## src/rtl/block_pkg.sv

```systemverilog
// Shared definitions for the falling-block controller.
// Contents: controller state enum and default playfield/block geometry.
package block_pkg;

    typedef enum logic [1:0] {
        IDLE    = 2'd0,
        FALLING = 2'd1,
        FIXED   = 2'd2
    } state_e;

    localparam int DEF_WIDTH       = 32;
    localparam int DEF_HEIGHT      = 32;
    localparam int DEF_STEP        = 32;
    localparam int DEF_FALL_PERIOD = 30;
    localparam int DEF_X_START     = 304;
    localparam int DEF_Y_START     = 0;
    localparam int DEF_X_MIN       = 0;
    localparam int DEF_X_MAX       = 1024;
    localparam int DEF_FLOOR_Y     = 768;

endpackage

```

## src/rtl/btn_pending.sv

```systemverilog
// Rising-edge latch for one debounced button.
// Ports:
//   clk_in, rst_in  - clock, synchronous active-low reset
//   level           - debounced button level
//   consume         - clears the pending flag
//   enable          - allows new edges to be latched
//   pending         - a rising edge has been seen and not yet consumed
module btn_pending (
    input  logic clk_in,
    input  logic rst_in,
    input  logic level,
    input  logic consume,
    input  logic enable,
    output logic pending
);

    logic prev_q, prev_d;
    logic pend_q, pend_d;

    always_comb begin
        prev_d = level;
        pend_d = pend_q;
        if (consume) pend_d = 1'b0;
        // A fresh edge in the consuming cycle is kept for the next frame.
        if (enable && level && !prev_q) pend_d = 1'b1;
    end

    always_ff @(posedge clk_in) begin
        if (!rst_in) begin
            // History follows the pin so a button held through reset is not an edge.
            prev_q <= level;
            pend_q <= 1'b0;
        end else begin
            prev_q <= prev_d;
            pend_q <= pend_d;
        end
    end

    assign pending = pend_q;

endmodule

```

## src/rtl/block_controller.sv

```systemverilog
// Falling-block position controller.
// Ports:
//   clk_in, rst_in        - clock, synchronous active-low reset
//   nf_in                 - new-frame pulse; position only changes on these
//   start_in              - spawn request (ignored while falling)
//   left_in, right_in     - level buttons, one move per press
//   drop_in               - level button, gravity every frame while held
//   x_out, y_out          - block top-left corner
//   is_fixed              - block has landed
//   landed_out            - one-cycle pulse on landing
module block_controller
    import block_pkg::*;
#(
    parameter int WIDTH       = DEF_WIDTH,
    parameter int HEIGHT      = DEF_HEIGHT,
    parameter int STEP        = DEF_STEP,
    parameter int FALL_PERIOD = DEF_FALL_PERIOD,
    parameter int X_START     = DEF_X_START,
    parameter int Y_START     = DEF_Y_START,
    parameter int X_MIN       = DEF_X_MIN,
    parameter int X_MAX       = DEF_X_MAX,
    parameter int FLOOR_Y     = DEF_FLOOR_Y
) (
    input  logic        clk_in,
    input  logic        rst_in,
    input  logic        nf_in,
    input  logic        start_in,
    input  logic        left_in,
    input  logic        right_in,
    input  logic        drop_in,
    output logic [10:0] x_out,
    output logic [9:0]  y_out,
    output logic        is_fixed,
    output logic        landed_out
);

    // All geometry math is 12-bit so no intermediate sum wraps.
    localparam logic [11:0] W12     = 12'(WIDTH);
    localparam logic [11:0] H12     = 12'(HEIGHT);
    localparam logic [11:0] STEP12  = 12'(STEP);
    localparam logic [11:0] XMIN12  = 12'(X_MIN);
    localparam logic [11:0] XMAX12  = 12'(X_MAX);
    localparam logic [11:0] FLOOR12 = 12'(FLOOR_Y);
    localparam logic [10:0] XS      = 11'(X_START);
    localparam logic [9:0]  YS      = 10'(Y_START);
    localparam logic [7:0]  FP_LAST = 8'(FALL_PERIOD - 1);

    state_e      state_q, state_d;
    logic [10:0] x_q, x_d;
    logic [9:0]  y_q, y_d;
    logic [7:0]  cnt_q, cnt_d;
    logic        landed_q, landed_d;
    logic        fixed_q, fixed_d;

    logic        pend_l, pend_r;
    logic        consume;
    logic        btn_en;
    logic [11:0] x12, y12, x_mv, y_mv;

    assign btn_en = (state_q == FALLING);
    assign x12    = {1'b0, x_q};
    assign y12    = {2'b0, y_q};

    btn_pending u_left (
        .clk_in  (clk_in),
        .rst_in  (rst_in),
        .level   (left_in),
        .consume (consume),
        .enable  (btn_en),
        .pending (pend_l)
    );

    btn_pending u_right (
        .clk_in  (clk_in),
        .rst_in  (rst_in),
        .level   (right_in),
        .consume (consume),
        .enable  (btn_en),
        .pending (pend_r)
    );

    always_comb begin
        state_d  = state_q;
        x_d      = x_q;
        y_d      = y_q;
        cnt_d    = cnt_q;
        landed_d = 1'b0;
        consume  = 1'b0;
        x_mv     = x12;
        y_mv     = y12;

        case (state_q)
            IDLE, FIXED: begin
                if (start_in) begin
                    x_d     = XS;
                    y_d     = YS;
                    cnt_d   = 8'd0;
                    consume = 1'b1;
                    state_d = FALLING;
                end
            end
            FALLING: begin
                if (nf_in) begin
                    consume = 1'b1;
                    // Opposite presses in one frame cancel out.
                    if (pend_l && !pend_r)
                        x_mv = (x12 >= XMIN12 + STEP12) ? x12 - STEP12 : XMIN12;
                    else if (pend_r && !pend_l)
                        x_mv = (x12 + W12 + STEP12 <= XMAX12) ? x12 + STEP12 : XMAX12 - W12;
                    x_d = x_mv[10:0];

                    if (drop_in || cnt_q == FP_LAST) begin
                        cnt_d = 8'd0;
                        if (y12 + H12 + STEP12 < FLOOR12) begin
                            y_mv = y12 + STEP12;
                        end else begin
                            y_mv     = FLOOR12 - H12;
                            landed_d = 1'b1;
                            state_d  = FIXED;
                        end
                        y_d = y_mv[9:0];
                    end else begin
                        cnt_d = cnt_q + 8'd1;
                    end
                end
            end
            default: state_d = IDLE;
        endcase

        fixed_d = (state_d == FIXED);
    end

    always_ff @(posedge clk_in) begin
        if (!rst_in) begin
            state_q  <= IDLE;
            x_q      <= XS;
            y_q      <= YS;
            cnt_q    <= 8'd0;
            landed_q <= 1'b0;
            fixed_q  <= 1'b0;
        end else begin
            state_q  <= state_d;
            x_q      <= x_d;
            y_q      <= y_d;
            cnt_q    <= cnt_d;
            landed_q <= landed_d;
            fixed_q  <= fixed_d;
        end
    end

    assign x_out      = x_q;
    assign y_out      = y_q;
    assign is_fixed   = fixed_q;
    assign landed_out = landed_q;

endmodule

```

## config.mk

```make
export PLATFORM = sky130hd
export DESIGN_NAME = block_controller
export DESIGN_NICKNAME = d
export VERILOG_FILES = /design/src/rtl/block_pkg.sv /design/src/rtl/btn_pending.sv /design/src/rtl/block_controller.sv
export SDC_FILE = /design/constraint.sdc
export NUM_CORES = 1
export LEC_CHECK = 0
export BUFFER_PORTS_ARGS = -buffer_cell sky130_fd_sc_hd__buf_2
export CORE_MARGIN = 2
export CORE_UTILIZATION = 55
export DETAILED_ROUTE_END_ITERATION = 8
export PLACE_DENSITY = 0.77
export SYNTH_ARGS = -nofsm -noshare
export SYNTH_HDL_FRONTEND = slang
export SYNTH_SLANG_ARGS = --single-unit
```

## constraint.sdc

```tcl
create_clock -name clk_in -period 3.2 [get_ports clk_in]
set_clock_uncertainty 0.2 [all_clocks]
set_input_delay 0.16 -clock clk_in [delete_from_list [all_inputs] [get_ports clk_in]]
set_output_delay 0.16 -clock clk_in [all_outputs]
set_load 0.05 [all_outputs]
```

* Word level (Yosys, flattened, before mapping)
Cells that the tools add are included.
** Storage, ports and cells
- Bits in registers :: 37
- Output and inout bits :: 23
- Word-level logic and storage cells :: 75
** Operators by class
- Add/subtract/negate cells :: 6
- $lt $le $gt $ge :: 3
- Equality and inequality tests :: 8
- Multiplexer cells :: 28
- Reduce and logical (&&, ||, !) cells :: 20
** Operator list (number)
- two-way mux 11 bit :: 6
- two-way mux 10 bit :: 4
- adder 11 x 6 -> 12 bit, second input constant :: 2
- two-way mux 8 bit :: 3
- case mux 11 bit (2 select lines) :: 1
- case mux 10 bit (2 select lines) :: 1
- case mux 8 bit (2 select lines) :: 1
- adder 12 x 6 -> 12 bit, second input constant :: 1
- less-or-equal comparator 12 x 11 -> 1 bit, second input constant :: 1
- less-than comparator 12 x 10 -> 1 bit, second input constant :: 1
- AND reduction 4 bit :: 3
- adder 10 x 6 -> 11 bit, second input constant :: 1
- greater-or-equal comparator 11 x 6 -> 1 bit, second input constant :: 1
- subtractor 11 x 6 -> 11 bit, second input constant :: 1
- adder 8 x 1 -> 8 bit, second input constant :: 1
- == test 8 x 5 -> 1 bit, second input constant :: 1
- two-way mux 2 bit :: 4
- logical AND 1 bit :: 6
- two-way mux 1 bit :: 6
- inequality test 2 bit, second input constant :: 3
- nonzero test 2 bit :: 3
- == test 2 bit, second input constant :: 2
- zero test 1 bit :: 4
- case mux 2 bit (2 select lines) :: 1
- 7 further kinds :: 7

* Logic depth before layout (Yosys ltp)
Gate-level depths: netlist (run 1).
- Depth in word-level cells :: 8
- Depth in mapped cells :: 9

* Hierarchy
From an unflattened synthesis (run 1), not the netlist that was laid out.
** Second synthesis, totals
- Cells, all modules :: 239
- Area total of the unflattened synthesis :: 1974.4 um2
** Modules (own cells, without submodules)
- block_controller :: times used 1, cells each 229, area each 1854.3 um2
- btn_pending :: times used 2, cells each 5, area each 60.1 um2

* Worst setup path after synthesis (run 1)
OpenSTA, ideal clock, no wires.
- Path kind :: register to register
- Start :: reg x_q[5], in the netlist x_out[5]
- End :: reg x_q[6], in the netlist x_out[6]
- Library setup time :: 122 ps
- Arrival :: 2519 ps
- Path slack :: 359 ps
- Stages on the path, launching flop included :: 8
- Period minus slack after synthesis :: 2841 ps
- Path through :: dfxtp_1 -> buf_2 -> inv_2 -> ha_1 -> nor2b_1 -> a221o_1 -> o32a_1 -> o311a_1
** Between the ends
- Cells in the longest elaborated chain, start to end :: 8
- Elaborated cells on any way between the ends :: 11
- Those cells by class :: 3 x add/sub; 2 x order compare; 6 x mux
** Ends and longest elaborated chain
- start, declared :: line block_controller.sv:49 : logic [10:0] x_q, x_d;
- start signal, assigned :: line block_controller.sv:136 : x_q <= XS;
- start signal, assigned :: line block_controller.sv:143 : x_q <= x_d;
- adder 11 x 6 -> 12 bit :: line block_controller.sv:109 : x_mv = (x12 + W12 + STEP12 <= XMAX12) ? x12 + STEP12 : XMAX12 - W12;
- adder 12 x 6 -> 12 bit :: line block_controller.sv:109
- less-or-equal comparator 12 x 11 -> 1 bit :: line block_controller.sv:109
- two-way mux 11 bit :: line block_controller.sv:109
- two-way mux 11 bit :: line block_controller.sv:108 : else if (pend_r && !pend_l)
- two-way mux 11 bit (*) :: line block_controller.sv:106 : if (pend_l && !pend_r)
- two-way mux 11 bit (*) :: line block_controller.sv:103 : if (nf_in) begin
- case mux 11 bit (2 select lines) (*) :: line block_controller.sv:92 : case (state_q)
Every way passes the cells marked *; elsewhere a longest branch is shown, timed or not. The select of a mux whose other input is x is not followed.
A chain may end at the register's enable or synchronous reset.

* Worst setup path in the final report (run 1)
Ends and elaborated chain as after synthesis.

==> results of run 1 <==
worst register-to-register path, stage by stage (launching register included):
cell	delay, ps
dfxtp_1	590
inv_2	130
ha_1	390
nor2b_1	160
a221o_1	360
o32a_1	380
o311a_1	360
sequential cells by signal, summed over array words and instances, names as in the netlist, 2 cells and up:
register / flops
cnt_q: 8
x_out: 7
y_out: 5
state_q: 2
layer usage:
layer | track usage | up-vias | wire length [um]
met2 | 0.3875 | 73 | 2420
met5 | 0 | - | 0
li1 | - | 1041 | -
met3 | 0.03547 | 8 | 242
met4 | 0.09439 | 0 | 78
met1 | 0.3096 | 987 | 2251
power breakdown:
group | internal (W) | switching, W
Combinational | 0.0000349 | 0.0000895
Sequential | 0.000355 | 0.0000159
Clock | 0.000168 | 0.000110
Total | 0.000558 | 0.000215
metrics by stage:
stage	instances	power, W	util	hold slack (ps)	setup WS, ps
detailed placement	328	0.0004978	0.5912	76.26	530.7
CTS	336	0.0007795	0.6210	45.76	521.8
global placement	328	0.0004970	0.5912	74.26	613.6
global route	336	0.0008079	0.6210	68.83	322.6
finish	336	0.0007731	0.6210	59.64	513.4
floorplan	287	0.0004826	-	-12.28	359.2
cells by family (layout without fill, tap and decap cells):
kind of cell,count (synthesis),count (layout),synth area share
fa+ha+maj,9,9,0.05061
compound gates,88,88,0.2875
xor+xnor,11,11,0.04428
flops,28,28,0.2576
simple gates,103,103,0.2639
other cells,1,9,0.001723
buf+inv,39,40,0.09430
final timing paths:
check,endpoint
max,x_out[6]$_SDFFE_PN0P_
max reg2reg,x_out[6]$_SDFFE_PN0P_
min reg2reg,cnt_q[7]$_SDFFE_PN0P_
min,y_out[9]$_SDFFE_PN0P_
final cells by class:
type / count / share of cell area
Clock buffer: 3 / 0.01776
Clock inverter: 1 / 0.01292
Inverter: 10 / 0.01615
Multi-Input combinational cell: 220 / 0.6195
Sequential cell: 28 / 0.2411
Tap cell: 48 / 0.02583
Timing Repair Buffer: 26 / 0.06674
cells in the final DEF, fill, tap and decap left out, drive strengths merged, types with 6 or more instances in the layout:
cell	count
o21ai	13
ha	8
a21oi	18
nand3	6
dfxtp	28
nand2b	10
inv	10
o211ai	7
a31oi	7
and3	8
buf	22
conb	9
nand4	8
nor2	21
nand2	17
xnor2	6
==> metrics.cfg, run 1 <==
[critical_path]
critPathLaunchType=flip-flop
r2r_cells=6
cp.arrival_ps=2650
cp_max_fo=15
crit_required_ps=3170
cpMaxStageDelayCell=dfxtp_1
crit_path_end_kind=flip-flop
critPathTopFamily=compound AO/OA/AOI/OAI gates
path_cells=inv_2 > ha_1 > nor2b_1 > a221o_1 > o32a_1 > o311a_1
critical_path.max_stage_delay_ps=590
crit_buf_inv=1
r2r_setup_slack_ps=510
critPathKind=flip-flop to flip-flop
crit_cells=6
crit-reg2reg-launch=x_out[5]$_SDFFE_PN1P_
crit_path_start=x_out[5]$_SDFFE_PN1P_

[floorplanning]
dieHeight_um=66.90
start_util=0.5812
core_mm2=0.003744
die_x_um=66.90
io_pins=30
dieArea_mm2=0.004475
rows=22

[timing]
final_max_slew_viol_count=0
finalHoldViolCount=0
min_period_over_period=0.8396
relSlewSlack=0.5434
clock.fmax_mhz=372.2
rsz0062_at_grt=no
setup_viol=0
min_period_ps=2687
worst_pin_slew_ps=684.0
finalSetupTns_ps=0

[clock_network]
htree_levels=1
cts_tree=built
cts_resized=0
path_clk_slew_ps=90
ctsHoldBuffers=4
cts_root_buffer=clkbuf_8
postCtsSetupRepairBufs=0
clockBufferDepth=2
cts_made_buffers=3
cts_sinks=28
clock_latency_ps=280

[placed_design]
dpl.hpwl_mm=3.600
port_buffers=20
dpl-instance-area_mm2=0.002213
place_congestion=0.9092

[global_route]
gr-total-overflow=0
grt_pass1_wl_mm=8.231
antenna_found_initial=0
grt.total_usage=0.2365
grt_max_degree=23
grt_pass1_vias=1801

[power_and_ir_drop]
power_density_mw_per_mm2=332.6
ir_drop_v=0.0001692
p_leak_nw=0.8451

[hold_path]
hp-start=rst_in
hold_class=input port to flip-flop
hold_depth=2

[yosys]
synthTopCellsByCount=dfxtp_1, nor2_1, a21oi_1
yosys_warnings=0
yosys.cell_count.top_type=dfxtp_1
ys_seq_area_frac=0.2576
synth_edf_count=0
syn-cell-area_mm2=0.002176
avgSynthCellArea_um2=7.799
synth_top_area_cell=dfxtp_1
ys.flop_type=dfxtp_1
synth_seq_cells=28
synth.distinct_cells=63
synth_area_leaders=dfxtp_1, ha_1, a21oi_1
syn_inst=279
synthArstFlopShare=0
yosys.area.top_type_share=0.2576

[routing]
wl_per_cell_um=14.86
drt-pass1-iter-count=4
ant_nets=0
vias_per_cell=6.277
dr.first_iter.drc_count=130
drt_wl_total_mm=4.992
drc_errors=0
vias=2109

[final_layout]
diodes=0
fin_area_mm2=0.002325
fillers=358
seq_area_um2=560.5
multi_input_area_mm2=0.001440
layout-drive-gt1-share=0.1215
area_growth_pct=6.843
layout.nets=304

[job]
cap_viol_max_count=0

[run_status]
outcome=finished clean

Power figures use the tool's default switching activity.
==> inputs of run 2 (changes only) <==
--- a/config.mk
+++ b/config.mk
@@ -5,11 +5,12 @@
 export SDC_FILE = /design/constraint.sdc
 export NUM_CORES = 1
 export LEC_CHECK = 0
+export ABC_AREA = 1
 export BUFFER_PORTS_ARGS = -buffer_cell sky130_fd_sc_hd__buf_2
 export CORE_MARGIN = 2
-export CORE_UTILIZATION = 55
+export CORE_UTILIZATION = 51
 export DETAILED_ROUTE_END_ITERATION = 8
-export PLACE_DENSITY = 0.77
+export PLACE_DENSITY = 0.76
 export SYNTH_ARGS = -nofsm -noshare
 export SYNTH_HDL_FRONTEND = slang
 export SYNTH_SLANG_ARGS = --single-unit
==> constraint.sdc (replaced) <==
create_clock -name clk_in -period 2.4 [get_ports clk_in]
set_clock_uncertainty 0.2 [all_clocks]
set_input_delay 0.12 -clock clk_in [delete_from_list [all_inputs] [get_ports clk_in]]
set_output_delay 0.12 -clock clk_in [all_outputs]
set_load 0.05 [all_outputs]
==> metrics.cfg, run 2 <==
[run_status]
outcome=finished clean

[critical_path]
cp.arrival_ps=2160  ; -490 ps
r2r_setup_slack_ps=290  ; -220 ps
critPathKind=flip-flop to flip-flop
critPathLaunchType=flip-flop
crit_required_ps=2450  ; -720 ps
crit_path_end_kind=flip-flop
cp_max_fo=14  ; -1

[final_layout]
layout-drive-gt1-share=0.1204  ; -0.001126
multi_input_area_mm2=0.001074  ; -25%
utilization=0.6032  ; -0.01781
fillers=341  ; -4.7%
seq_area_um2=565.5  ; +0.89%
regMostFlops=cnt_q
largest_reg_flops=8  ; unchanged
layout.cells.non_filler=345  ; +2.7%
diodes=0  ; unchanged
area_growth_pct=11.31
layout_commonest_cell=nand2_1
mostFrequentLayoutCells=nand2_1, inv_1, nor2_1, dfxtp_1, nand3_1
layout.nets=315  ; +3.6%

[yosys]
synth-compound-area-share=0.1349  ; -0.1526
ys.flop_type=dfxtp_1
synthTopCellsByCount=nand2_1, inv_1, dfxtp_1, nor2_1, nand3_1
syn_inst=275  ; -1.4%
ys_seq_area_frac=0.3052  ; +0.04756
synth_top_area_cell=dfxtp_1
yosys.area.top_type_share=0.3052  ; +0.04756
synth_seq_cells=28  ; unchanged
yosys.cell_count.top_type=nand2_1
synth_mux_area_frac=0  ; unchanged
synthXorXnorAreaFrac=0.04768  ; +0.003406
synth.distinct_cells=32  ; -49%
synth_area_leaders=dfxtp_1, nand2_1, inv_1
avgSynthCellArea_um2=6.679  ; -14%
syn-cell-area_mm2=0.001837  ; -16%
synth_top_family_by_area=simple AND/OR/NAND/NOR gates
yosys_warnings=0  ; unchanged
synth-adder-area-share=0.05450  ; +0.003892
synth_edf_count=0  ; unchanged
synthArstFlopShare=0  ; unchanged
synth-simple-area-share=0.3290  ; +0.06507

[clock_network]
postCtsSetupRepairBufs=0  ; unchanged
clock_latency_ps=330  ; +50 ps
path_clk_slew_ps=150  ; +60 ps
htree_levels=1  ; unchanged
cts_sinks=28  ; unchanged
clockBufferDepth=2  ; unchanged
cts_tree=built
cts_made_buffers=3  ; unchanged
cts_root_buffer=clkbuf_4

[power_and_ir_drop]
p_leak_nw=0.9635  ; +14%
power_density_mw_per_mm2=571.4  ; +72%
ir_drop_v=0.0004244  ; +150%

[routing]
drc_errors=0  ; unchanged
wl_per_cell_um=11.42  ; -23%
drt-pass1-iter-count=4  ; unchanged
dr.first_iter.drc_count=117  ; -10%
ant_nets=0  ; unchanged
vias_per_cell=5.099  ; -19%
drt_wl_total_mm=3.939  ; -21%
vias=1759  ; -17%

[global_route]
gr-total-overflow=0  ; unchanged
antenna_found_initial=0  ; unchanged
grt.total_usage=0.2042  ; -0.03222
grt_pass1_vias=1594  ; -11%
grt_max_degree=17  ; -26%
grt_pass1_wl_mm=6.844  ; -17%

[floorplanning]
start_util=0.5419  ; -0.03932
rows=21  ; -4.5%
io_pins=30  ; unchanged
die_x_um=64.01  ; -4.3%
core_mm2=0.003390  ; -9.5%
dieArea_mm2=0.004097  ; -8.4%
dieHeight_um=64.01  ; -4.3%

[hold_path]
hold_class=input port to flip-flop

[timing]
final_max_slew_viol_count=0  ; unchanged
min_period_ps=2108  ; -578.9 ps
finalHoldViolCount=0  ; unchanged
rsz0062_at_grt=no
min_period_over_period=0.8782  ; +0.03865
setup_viol=0  ; unchanged
finalSetupTns_ps=0  ; unchanged
clock.fmax_mhz=474.4  ; +27%

[placed_design]
place_congestion=0.8980  ; -1.2%
place_inst=335  ; +2.1%
port_buffers=20  ; unchanged
dpl.hpwl_mm=2.946  ; -18%

[job]
cap_viol_max_count=0  ; unchanged

-- run 2: critical path: stages (launching register included) --
cell	delay (ps)
dfxtp_4	460
inv_1	80
ha_1	330
nand3_1	100
nor2_1	160
nor2_1	60
nor2_1	80
nand2_1	60
nand2_1	150
nand3_1	120
o21ai_0	160
nand2_1	60
-- run 2: through the flow --
stage	worst slack (ps)	total power, W	cell area [um^2]	hold WS [ps]
2_1_floorplan	82.61	0.0008029	1868	-52.28
3_3_place_gp	332.3	0.0008516	1928	37.46
3_5_place_dp	232.5	0.0008546	1928	38.88
4_1_cts	228.8	0.001171	2041	207.8
5_1_grt	30.05	0.001230	2044	220.0
6_report	292.3	0.001168	2044	237.0
-- run 2: cells by family after synthesis --
kind of cell | Yosys count
compound gates | 43
buf+inv | 49
xor+xnor | 10
simple gates | 136
other cells | 1
fa+ha+maj | 8
flops | 28
-- run 2: layout make-up --
| type | count | share of cell area |
|---|---|---|
| multi-input combinational | 206 | 0.5251 |
| sequential | 28 | 0.2766 |
| timing repair buffer | 27 | 0.08201 |
| inverter | 34 | 0.06242 |
| tap | 46 | 0.02815 |
| clock inverter | 1 | 0.01469 |
| clock buffer | 3 | 0.01102 |
-- run 2: timing repair --
item	CTS	global route
gates resized for setup	0	2
setup endpoints to repair	0	2
endpoints found under the hold margin	20	0
hold buffers	6	0
-- run 2: worst paths after layout --
path                                                    from                      endpoint  cells past startpoint
worst min register to register  u_right.pending$_SDFFE_PN0P_  u_right.pending$_SDFFE_PN0P_                      2
worst max register to register         x_out[5]$_SDFFE_PN1P_         x_out[8]$_SDFFE_PN1P_                     11
worst min-delay path                                right_in        u_right.prev_q$_DFF_P_                      2
worst max-delay path                   x_out[5]$_SDFFE_PN1P_         x_out[8]$_SDFFE_PN1P_                     11
-- run 2: per-layer routing --
layer,wire length [um],track usage,up-vias
met1,1848,0.2686,798
met4,53,0.07337,0
li1,-,-,924
met2,1923,0.3490,32
met5,0,0,-
met3,112,0.01585,5
-- run 2: report_power, final --
part	total [W]	internal, W	switching [W]	leakage, nW
registers	0.000526	0.000488	0.0000372	0.229
clock network	0.000311	0.000169	0.000142	0.0279
logic	0.000331	0.0000907	0.000240	0.707
==> inputs of run 3 (changes only) <==
--- a/config.mk
+++ b/config.mk
@@ -11,6 +11,8 @@
 export CORE_UTILIZATION = 51
 export DETAILED_ROUTE_END_ITERATION = 8
 export PLACE_DENSITY = 0.76
+export SKIP_LAST_GASP = 1
 export SYNTH_ARGS = -nofsm -noshare
 export SYNTH_HDL_FRONTEND = slang
+export SYNTH_HIERARCHICAL = 1
 export SYNTH_SLANG_ARGS = --single-unit
==> metrics.cfg, run 3 <==
[power_and_ir_drop]
seqPwrFrac=0.470  ; +0.020
netSwitchingPower_w=0.0003598  ; -14%
power_density_mw_per_mm2=527.5  ; -7.7%
finalPower_w=0.001088  ; -6.9%
power_frac_comb=0.250  ; -0.033
ir_drop_v=0.0004906  ; +16%
p_leak_nw=0.9246  ; -4.0%
clock_power_share=0.281  ; +0.014
sw_frac_of_total=0.3308  ; -0.02873
p_int_w=0.0007280  ; -2.7%

[timing]
final_max_slew_viol_count=0  ; unchanged
finalSetupTns_ps=0  ; unchanged
setup_viol=0  ; unchanged
worst_pin_slew_ps=519.5
finalHoldViolCount=0  ; unchanged
min_period_ps=2055  ; -52.49 ps
rsz0062_at_grt=no
clock.fmax_mhz=486.6  ; +2.6%
relSlewSlack=0.6524
min_period_over_period=0.8564  ; -0.02187

[critical_path]
cp.arrival_ps=2090  ; -70 ps
crit-reg2reg-launch=x_out[6]$_SDFFE_PN0P_
crit_cells=13  ; +2
crit_path_end_kind=flip-flop
critPathKind=flip-flop to flip-flop
crit_buf_inv=1  ; unchanged
r2r_setup_slack_ps=340  ; +50 ps
critPathTopFamily=simple AND/OR/NAND/NOR gates
critPathLaunchType=flip-flop
r2r_cells=13  ; +2
r2r-end=x_out[5]$_SDFFE_PN1P_
cpMostUsedCell=nand2_1
cp_max_fo=8  ; -6
crit_required_ps=2430  ; -20 ps
path_cells=inv_1 > ha_1 > nand3_1 > nor2_1 > nor2_1 > nor2_1 > nand2_1 > nand2_2 > nand2_1 > nand2_1 > nand2_1 > nand2_1 > nand2_1
critical_path.max_stage_delay_ps=470  ; about the same
cpMaxStageDelayCell=dfxtp_1

[clock_network]
path_clk_slew_ps=140  ; about the same
htree_levels=1  ; unchanged
cts_root_buffer=clkbuf_4
cts_sinks=28  ; unchanged
cts_made_buffers=3  ; unchanged
clockBufferDepth=2  ; unchanged
cts_tree=built
clock_latency_ps=330  ; about the same

[yosys]
ys.flop_type=dfxtp_1
syn-cell-area_mm2=0.001869  ; +1.8%
synth_seq_cells=28  ; unchanged
avgSynthCellArea_um2=6.975  ; +4.4%
synth.distinct_cells=40  ; +25%
yosys_warnings=6  ; +6
synthTopCellsByCount=nand2_1, dfxtp_1, inv_1, nand3_1, nor2_1
synth_edf_count=0  ; unchanged
yosys.area.top_type_share=0.2999  ; -0.005311
syn_inst=268  ; -2.5%
synth_area_leaders=dfxtp_1, nand2_1, nand3_1
ys_seq_area_frac=0.2999  ; -0.005311
yosys.cell_count.top_type=nand2_1
synth_top_area_cell=dfxtp_1
synthArstFlopShare=0  ; unchanged

[global_route]
antenna_found_initial=0  ; unchanged
gr-total-overflow=0  ; unchanged
grt_max_degree=17  ; unchanged
grt.total_usage=0.1996  ; -0.004682
grt_pass1_vias=1558  ; -2.3%
grt_pass1_wl_mm=6.741  ; -1.5%

[final_layout]
area_growth_pct=10.31
largest_reg_flops=8  ; unchanged
layout-drive-gt1-share=0.1952  ; +0.07480
mostFrequentLayoutCells=nand2_1, dfxtp_1, inv_1, nand3_1, nor2_1
layout_commonest_cell=nand2_1
fin_area_mm2=0.002062  ; +0.86%
diodes=0  ; unchanged
layout.nets=308  ; -2.2%
regMostFlops=cnt_q

[routing]
wl_met3_um=154  ; +38%
ant_nets=0  ; unchanged
wl_met2_mm=1.688  ; -12%
vias=1699  ; -3.4%
vias_per_cell=5.027  ; -1.4%
highest_layer=met4
drt_wl_total_mm=3.675  ; -6.7%
dr.first_iter.drc_count=112  ; -4.3%
drc_errors=0  ; unchanged
wl_per_cell_um=10.87  ; -4.8%
drt-pass1-iter-count=4  ; unchanged
wirelength_met1_mm=1.797  ; -2.8%

[floorplanning]
die_x_um=64.54  ; +0.83%
dieArea_mm2=0.004165  ; +1.7%
io_pins=30  ; unchanged
dieHeight_um=64.54  ; +0.83%
rows=21  ; unchanged
core_mm2=0.003416  ; +0.78%
start_util=0.5473  ; +0.005355

[hold_path]
hp-start=drop_in
hold_path_end=state_q[0]$_SDFF_PN0_
hold_depth=5  ; +3
hold_class=input port to flip-flop

[run_status]
outcome=finished clean

[placed_design]
port_buffers=20  ; unchanged
dpl-instance-area_mm2=0.001959  ; +1.6%
dpl.hpwl_mm=2.858  ; -3.0%
place_congestion=0.9491  ; +5.7%

[job]
cap_viol_max_count=0  ; unchanged

==> run 3: cell count changes after synthesis, sizes merged, moves of 2 or more <==
cell	delta
a31oi	-3
clkinv	+2
nand2	-7
nand3	+5
nor2	-4
nor3	+3
o21a	-2
xnor2	+2
xor2	-3
==> run 3: logic make-up after synthesis <==
family,synth area share
fa+ha+maj,0.05355
xor+xnor,0.04217
compound gates,0.1285
buf+inv,0.1332
flops,0.2999
simple gates,0.3407
other cells,0.002006
==> run 3: power by group through the flow <==
stage	Sequential, W	Combinational [W]	Clock (W)
floorplan	0.000546	0.000203	0
global placement	0.000520	0.000263	0
detailed placement	0.000521	0.000264	0
CTS	0.000510	0.000271	0.000314
global route	0.000514	0.000305	0.000333
finish	0.000511	0.000272	0.000305
==> run 3: worst max path at each step <==
stage / start / endpoint / slack (ps)
global route: x_out[5]$_SDFFE_PN1P_ / x_out[5]$_SDFFE_PN1P_ / 60
global placement: x_out[5]$_SDFFE_PN1P_ / x_out[8]$_SDFFE_PN1P_ / 390
floorplan: x_out[5]$_SDFFE_PN1P_ / x_out[8]$_SDFFE_PN1P_ / 10
CTS: x_out[5]$_SDFFE_PN1P_ / x_out[8]$_SDFFE_PN1P_ / 340
detailed placement: x_out[5]$_SDFFE_PN1P_ / x_out[8]$_SDFFE_PN1P_ / 350
finish: x_out[6]$_SDFFE_PN0P_ / x_out[5]$_SDFFE_PN1P_ / 340
==> run 3: routing by layer <==
layer,GRT usage,vias to the layer above
met4,0.03457,0
met5,0,-
met1,0.2723,749
met2,0.3320,39
met3,0.03819,4
li1,-,907
==> run 3: what timing repair did <==
| action | 4_1_cts | 5_1_grt |
|---|---|---|
| endpoints found under the hold margin | 16 | 0 |
| hold buffers | 5 | 0 |
| endpoints found under the setup margin | 0 | 0 |
| buffers inserted | 0 | 0 |
| gates resized for setup | 0 | 0 |
==> run 3: metrics by stage <==
step	hold WS [ps]	cells	utilization	worst slack, ps
2_1_floorplan	-52.28	276	-	13.89
3_3_place_gp	48.71	329	0.5736	392.4
3_5_place_dp	49.53	329	0.5736	349.1
4_1_cts	66.33	338	0.6037	341.7
5_1_grt	109.1	338	0.6037	61.27
6_report	67.46	338	0.6037	344.8
==> run 3: tightest hold or removal path, delay by kind of cell <==
kind            cells  cell delay, ps
simple gates        2             150
buf+inv             1              80
compound gates      2             200
==> run 3: layout make-up <==
type | count | area, um^2
clock buffer | 3 | 22.52
sequential | 28 | 560.5
timing repair buffer | 26 | 157.7
fill | 335 | 1354
tap | 46 | 57.56
clock inverter | 1 | 30.03
inverter | 37 | 143.9
multi-input combinational | 197 | 1090
